--- src/rtl/regfile_sb.sv ---
// regfile_sb: register file with a per-register pending-result scoreboard.
//   - NUM_REGS = 2**ADDR_W registers of DATA_W bits, one write-back port,
//     two combinational read ports.
//   - Each register has a busy bit. An issue sets it and a write-back clears it.
//     When both target the same register in one cycle, the issue wins.
//   - rst is asynchronous and active-high. It clears all data and busy state at once.
//   - Optional macro REGFILE_BYPASS_EN adds same-cycle forwarding of wb_data
//     to the read ports and masks the busy flag being cleared by that write-back.
module regfile_sb #(
    parameter int DATA_W = 32,
    parameter int ADDR_W = 4,
    localparam int NUM_REGS = 2**ADDR_W
) (
    input  logic                clk,
    input  logic                rst,
    input  logic [ADDR_W-1:0]   src1,
    input  logic [ADDR_W-1:0]   src2,
    input  logic                wb_en,
    input  logic [ADDR_W-1:0]   wb_dest,
    input  logic [DATA_W-1:0]   wb_data,
    input  logic                iss_en,
    input  logic [ADDR_W-1:0]   iss_dest,
    output logic [DATA_W-1:0]   reg1,
    output logic [DATA_W-1:0]   reg2,
    output logic                busy1,
    output logic                busy2,
    output logic                hazard,
    output logic [NUM_REGS-1:0] busy_vec
);

    // Flattened view of the storage and scoreboard, one slice per register
    logic [NUM_REGS-1:0][DATA_W-1:0] regs_q;
    logic [NUM_REGS-1:0]             busy_q;

    genvar gi;
    generate
        for (gi = 0; gi < NUM_REGS; gi++) begin : g_reg
            logic [DATA_W-1:0] data_reg;
            logic              busy_reg;
            logic              wb_hit;
            logic              iss_hit;

            assign wb_hit  = wb_en  && (wb_dest  == ADDR_W'(gi));
            assign iss_hit = iss_en && (iss_dest == ADDR_W'(gi));

            // Data storage: capture the write-back value when this register is the target
            always_ff @(posedge clk or posedge rst) begin
                if (rst) begin
                    data_reg <= '0;
                end else if (wb_hit) begin
                    data_reg <= wb_data;
                end
            end

            // Scoreboard bit: an issue sets it, a write-back clears it, and an issue beats a write-back
            always_ff @(posedge clk or posedge rst) begin
                if (rst) begin
                    busy_reg <= 1'b0;
                end else if (iss_hit) begin
                    busy_reg <= 1'b1;
                end else if (wb_hit) begin
                    busy_reg <= 1'b0;
                end
            end

            assign regs_q[gi] = data_reg;
            assign busy_q[gi] = busy_reg;
        end
    endgenerate

    logic fwd1;
    logic fwd2;
    logic reiss1;
    logic reiss2;

    // Read ports: zero-latency lookup, optional forwarding, forced to zero while in reset
    always_comb begin
        fwd1   = wb_en  && (wb_dest  == src1);
        fwd2   = wb_en  && (wb_dest  == src2);
        reiss1 = iss_en && (iss_dest == src1);
        reiss2 = iss_en && (iss_dest == src2);
        reg1   = regs_q[src1];
        reg2   = regs_q[src2];
        busy1  = busy_q[src1];
        busy2  = busy_q[src2];
`ifdef REGFILE_BYPASS_EN
        if (fwd1) begin
            reg1 = wb_data;
        end
        if (fwd2) begin
            reg2 = wb_data;
        end
        // The result arriving this cycle is no longer pending, unless a new producer re-claims the register
        if (fwd1 && !reiss1) begin
            busy1 = 1'b0;
        end
        if (fwd2 && !reiss2) begin
            busy2 = 1'b0;
        end
`else
        // Without forwarding, the match terms do not affect the outputs
        if (fwd1 && fwd2 && reiss1 && reiss2) begin
            busy1 = busy_q[src1];
        end
`endif
        if (rst) begin
            reg1  = '0;
            reg2  = '0;
            busy1 = 1'b0;
            busy2 = 1'b0;
        end
        hazard   = busy1 | busy2;
        busy_vec = rst ? '0 : busy_q;
    end

endmodule

--- config.mk ---
export PLATFORM = sky130hd
export DESIGN_NAME = regfile_sb
export DESIGN_NICKNAME = d
export VERILOG_FILES = /design/src/rtl/regfile_sb.sv
export SDC_FILE = /design/constraint.sdc
export NUM_CORES = 1
export LEC_CHECK = 0
export CORE_ASPECT_RATIO = 2
export CORE_MARGIN = 5
export CORE_UTILIZATION = 55
export DETAILED_ROUTE_END_ITERATION = 12
export HOLD_SLACK_MARGIN = 0.03
export PLACE_DENSITY = 0.8
export SYNTH_ARGS = -nofsm -noshare
export SYNTH_HDL_FRONTEND = slang
export SYNTH_SLANG_ARGS = --single-unit
--- constraint.sdc ---
create_clock -name clk -period 36.4 [get_ports clk]
set_clock_uncertainty 0.2 [all_clocks]
set_input_delay 7.28 -clock clk [delete_from_list [all_inputs] [get_ports clk]]
set_output_delay 7.28 -clock clk [all_outputs]
set_load 0.01 [all_outputs]
==> results by group <==
Status
  • Status: completed

Drt
  • Routed wire length: 71,780 µm
  • DRT iter0 DRCs: between 1,000 and 1,500
  • Final ANT Viol Nets: 0
  • Vias: 16,415
  • DR DRC count: 0
  • Vias per Instance: 6.755
  • Drt wl/cell: 29.54 µm
  • DRT Pass-1 Iters: 5

Critical path
  • Worst setup SP type: input pin
  • Arrival time worst endpoint: between 10,000 and 15,000 ps
  • Worst Setup Path Type: input pin to primary output
  • CP max stage cell: buf_4
  • Critical Path RT: 28,920 ps
  • Critical path's most frequent cell: buf_4
  • Crit path largest cell delay: between 800 and 900 ps
  • Endpoint type of the worst setup path: primary output
  • Cell Chain, Critical Path: clkdlybuf4s50_1 > inv_8 > buf_4 > buf_4 > buf_4 > and2_1 > clkdlybuf4s50_1
  • CP max FO: 145

Clock network
  • Clk root buf: clkbuf_16
  • Post_cts resized: 0
  • Hold buffers post-CTS: 0
  • Worst skew pair latency: roughly 570 ps
  • Post-CTS Setup Repair Bufs: 0
  • Clock sinks: 528
  • CTS clk-pin slew, worst paths: 60 ps
  • CTS tree: built
  • Clock tree buffer depth: 3
  • TritonCTS Buffers: 47
  • H-tree levels: 2

Job
  • Max-cap violation count: 0

Synth
  • Post-synth top flop: dfrtp_1
  • Synthesized instance count: 1,695
  • Seq/Total Area, Yosys: 0.4704
  • Flops & latches, synth: 528
  • Mapped cell area: 28,090 µm²
  • Post-Syn Nets: 1,747
  • Area share of the largest cell type after synthesis: 0.4704
  • Netlist cell types: 24
  • Post-synth top area cell: dfrtp_1
  • Most common cell in the netlist: dfrtp_1
  • Most frequent cells after synthesis: 528 x dfrtp_1, 514 x mux2_2, 328 x mux4_2
  • Post-synth ARST share: 1.000
  • Top cells by area, synth: dfrtp_1 47%, mux4_2 26%, mux2_2 21%, and2_1 1.4%, clkbuf_1 1.3%
  • Syn_area_per_cell: 16.57 µm²
  • Post-synth EDFFs: 0
  • Yosys warnings: 0

Die
  • Row cnt: 117
  • Ports: 135
  • Die ar.: 55,960 µm²
  • Starting Density: 0.5529
  • Core Region: 50,800 µm²
  • Width of the die: 169.8 µm
  • Die H: ~330 µm

STA
  • Max transition margin: 0.3150
  • Max-slew violations: 0
  • # setup viols final: 0
  • Min Tclk post-route: 19,930 ps
  • RSZ-0062 raised after global routing: no
  • Tcrit/Tclk final: 0.5475
  • Worst Tran Pin Value: between 1000 and 1500 ps
  • Post-route setup TNS: 0 ps
  • Fmax: 50.18 MHz
  • Min Hold Slack: 326.2 ps
  • Fin. Hold Viols: 0

Final layout
  • Layout net count: 1,790
  • Max reg flops: 512
  • Layout cell share with drive strength beyond 1: 0.5507
  • ANT cells: 0
  • P&R area growth vs syn: 11.99%

Pwr
  • Pwr/cell area: between 50 and 60 nW/µm²
  • Combinational fraction of design power: 0.246
  • Max VDD drop: 0.04120 mV
  • Pleak: roughly 13 nW
  • Sw Ratio: 0.2642
  • P_int: 1.333 mW
  • Sequential power share: 0.454
  • Net Switching: 0.4787 mW
  • Clock power frac: 0.300

Global routing
  • Vias in the first global route: between 15,000 and 20,000
  • Initial antenna violation count: 2
  • Total grt overflow: 0
  • First-pass GRT wire length: 111,600 µm
  • Tot GR Track Use: 0.2630
  • Largest net degree at the start of global routing: about 150

Placement
  • Port buffer count: between 100 and 150
  • RD Place Congestion: 0.7937
  • DP HPWL: 41,960 µm

Hold path
  • Min-delay worst type: register to register
==> cells in the final DEF, fill, tap and decap left out, types with 4 or more instances in the layout <==
cell             instances
nand3b_1                 4
nor2b_1                 15
o21ai_0                 17
mux2_2                 514
clkbuf_1                 7
and2_1                  64
clkdlybuf4s50_1        126
buf_4                   31
bufinv_16                8
clkbuf_16               49
dfrtp_1                528
nor2_4                   9
buf_2                    4
clkbuf_8                 7
mux2i_1                  4
clkinv_2                 9
mux4_2                 328
nor2_1                   5
nand2_1                  9
clkinvlp_4               8
==> kinds of logic after synthesis <==
| family | Yosys count | share of synthesized area |
|---|---|---|
| multiplexers | 846 | 0.4705 |
| flip-flops | 528 | 0.4704 |
| buffers and inverters | 175 | 0.02869 |
| AND/OR/NAND/NOR | 121 | 0.02495 |
| AO/OA/AOI/OAI | 25 | 0.005390 |
==> final cells by class <==
cell class	instances	area, µm²
Clock buffer	61	1321
Tap cell	654	818.3
Clock inverter	26	354.1
Fill cell	3624	19340
Multi-Input combinational cell	992	14160
Sequential cell	528	13210
Timing Repair Buffer	165	1564
Inverter	4	22.52
==> worst paths after layout <==
check,from,end,slack (ps),cells past startpoint
worst max register to register,g_reg[7].busy_reg,g_reg[7].busy_reg,35360,2
min in group asynchronous,rst,g_reg[14].busy_reg,7520,2
worst max-delay path,rst,reg2[9],16470,7
worst min-delay path,g_reg[4].data_reg[27],g_reg[4].data_reg[27],330,1
max in group asynchronous,rst,g_reg[13].data_reg[12],25050,5
worst min register to register,g_reg[4].data_reg[27],g_reg[4].data_reg[27],330,1
==> critical path, delay by kind of cell <==
| kind | cells | cell delay (ps) |
|---|---|---|
| buffers and inverters | 6 | 4650 |
| and+or+nand+nor | 1 | 250 |
==> layer usage <==
layer  part of all wire  global-route usage  wire length, µm  vias up
li1                   -                   -                -     6685
met1               0.37              0.3276            26610     9021
met2               0.53              0.4595            38310      514
met3              0.051             0.03975             3628      191
met4              0.045              0.1084             3209        4
met5            0.00033                   0               24        -
==> through the flow <==
step / setup slack [ps] / std cells / power (mW) / cell area, µm² / utilization
after CTS: 16350 / 2430 / 1.825 / 31450 / 0.6192
after floorplan: 4816 / 1695 / 1.141 / 28090 / -
final: 16470 / 2430 / 1.812 / 31450 / 0.6192
after detailed placement: 16370 / 2343 / 1.282 / 29780 / 0.5862
after global placement: 16560 / 2343 / 1.248 / 29780 / 0.5862
after global routing: 15780 / 2430 / 1.890 / 31450 / 0.6192
==> power by group through the flow <==
stage	registers [mW]	logic (mW)	clock network [mW]
3_3_place_gp	0.812	0.436	0
2_1_floorplan	0.798	0.344	0
6_report	0.823	0.445	0.543
4_1_cts	0.823	0.451	0.551
3_5_place_dp	0.833	0.449	0
5_1_grt	0.841	0.475	0.573
(Power assumes the default switching activity.)
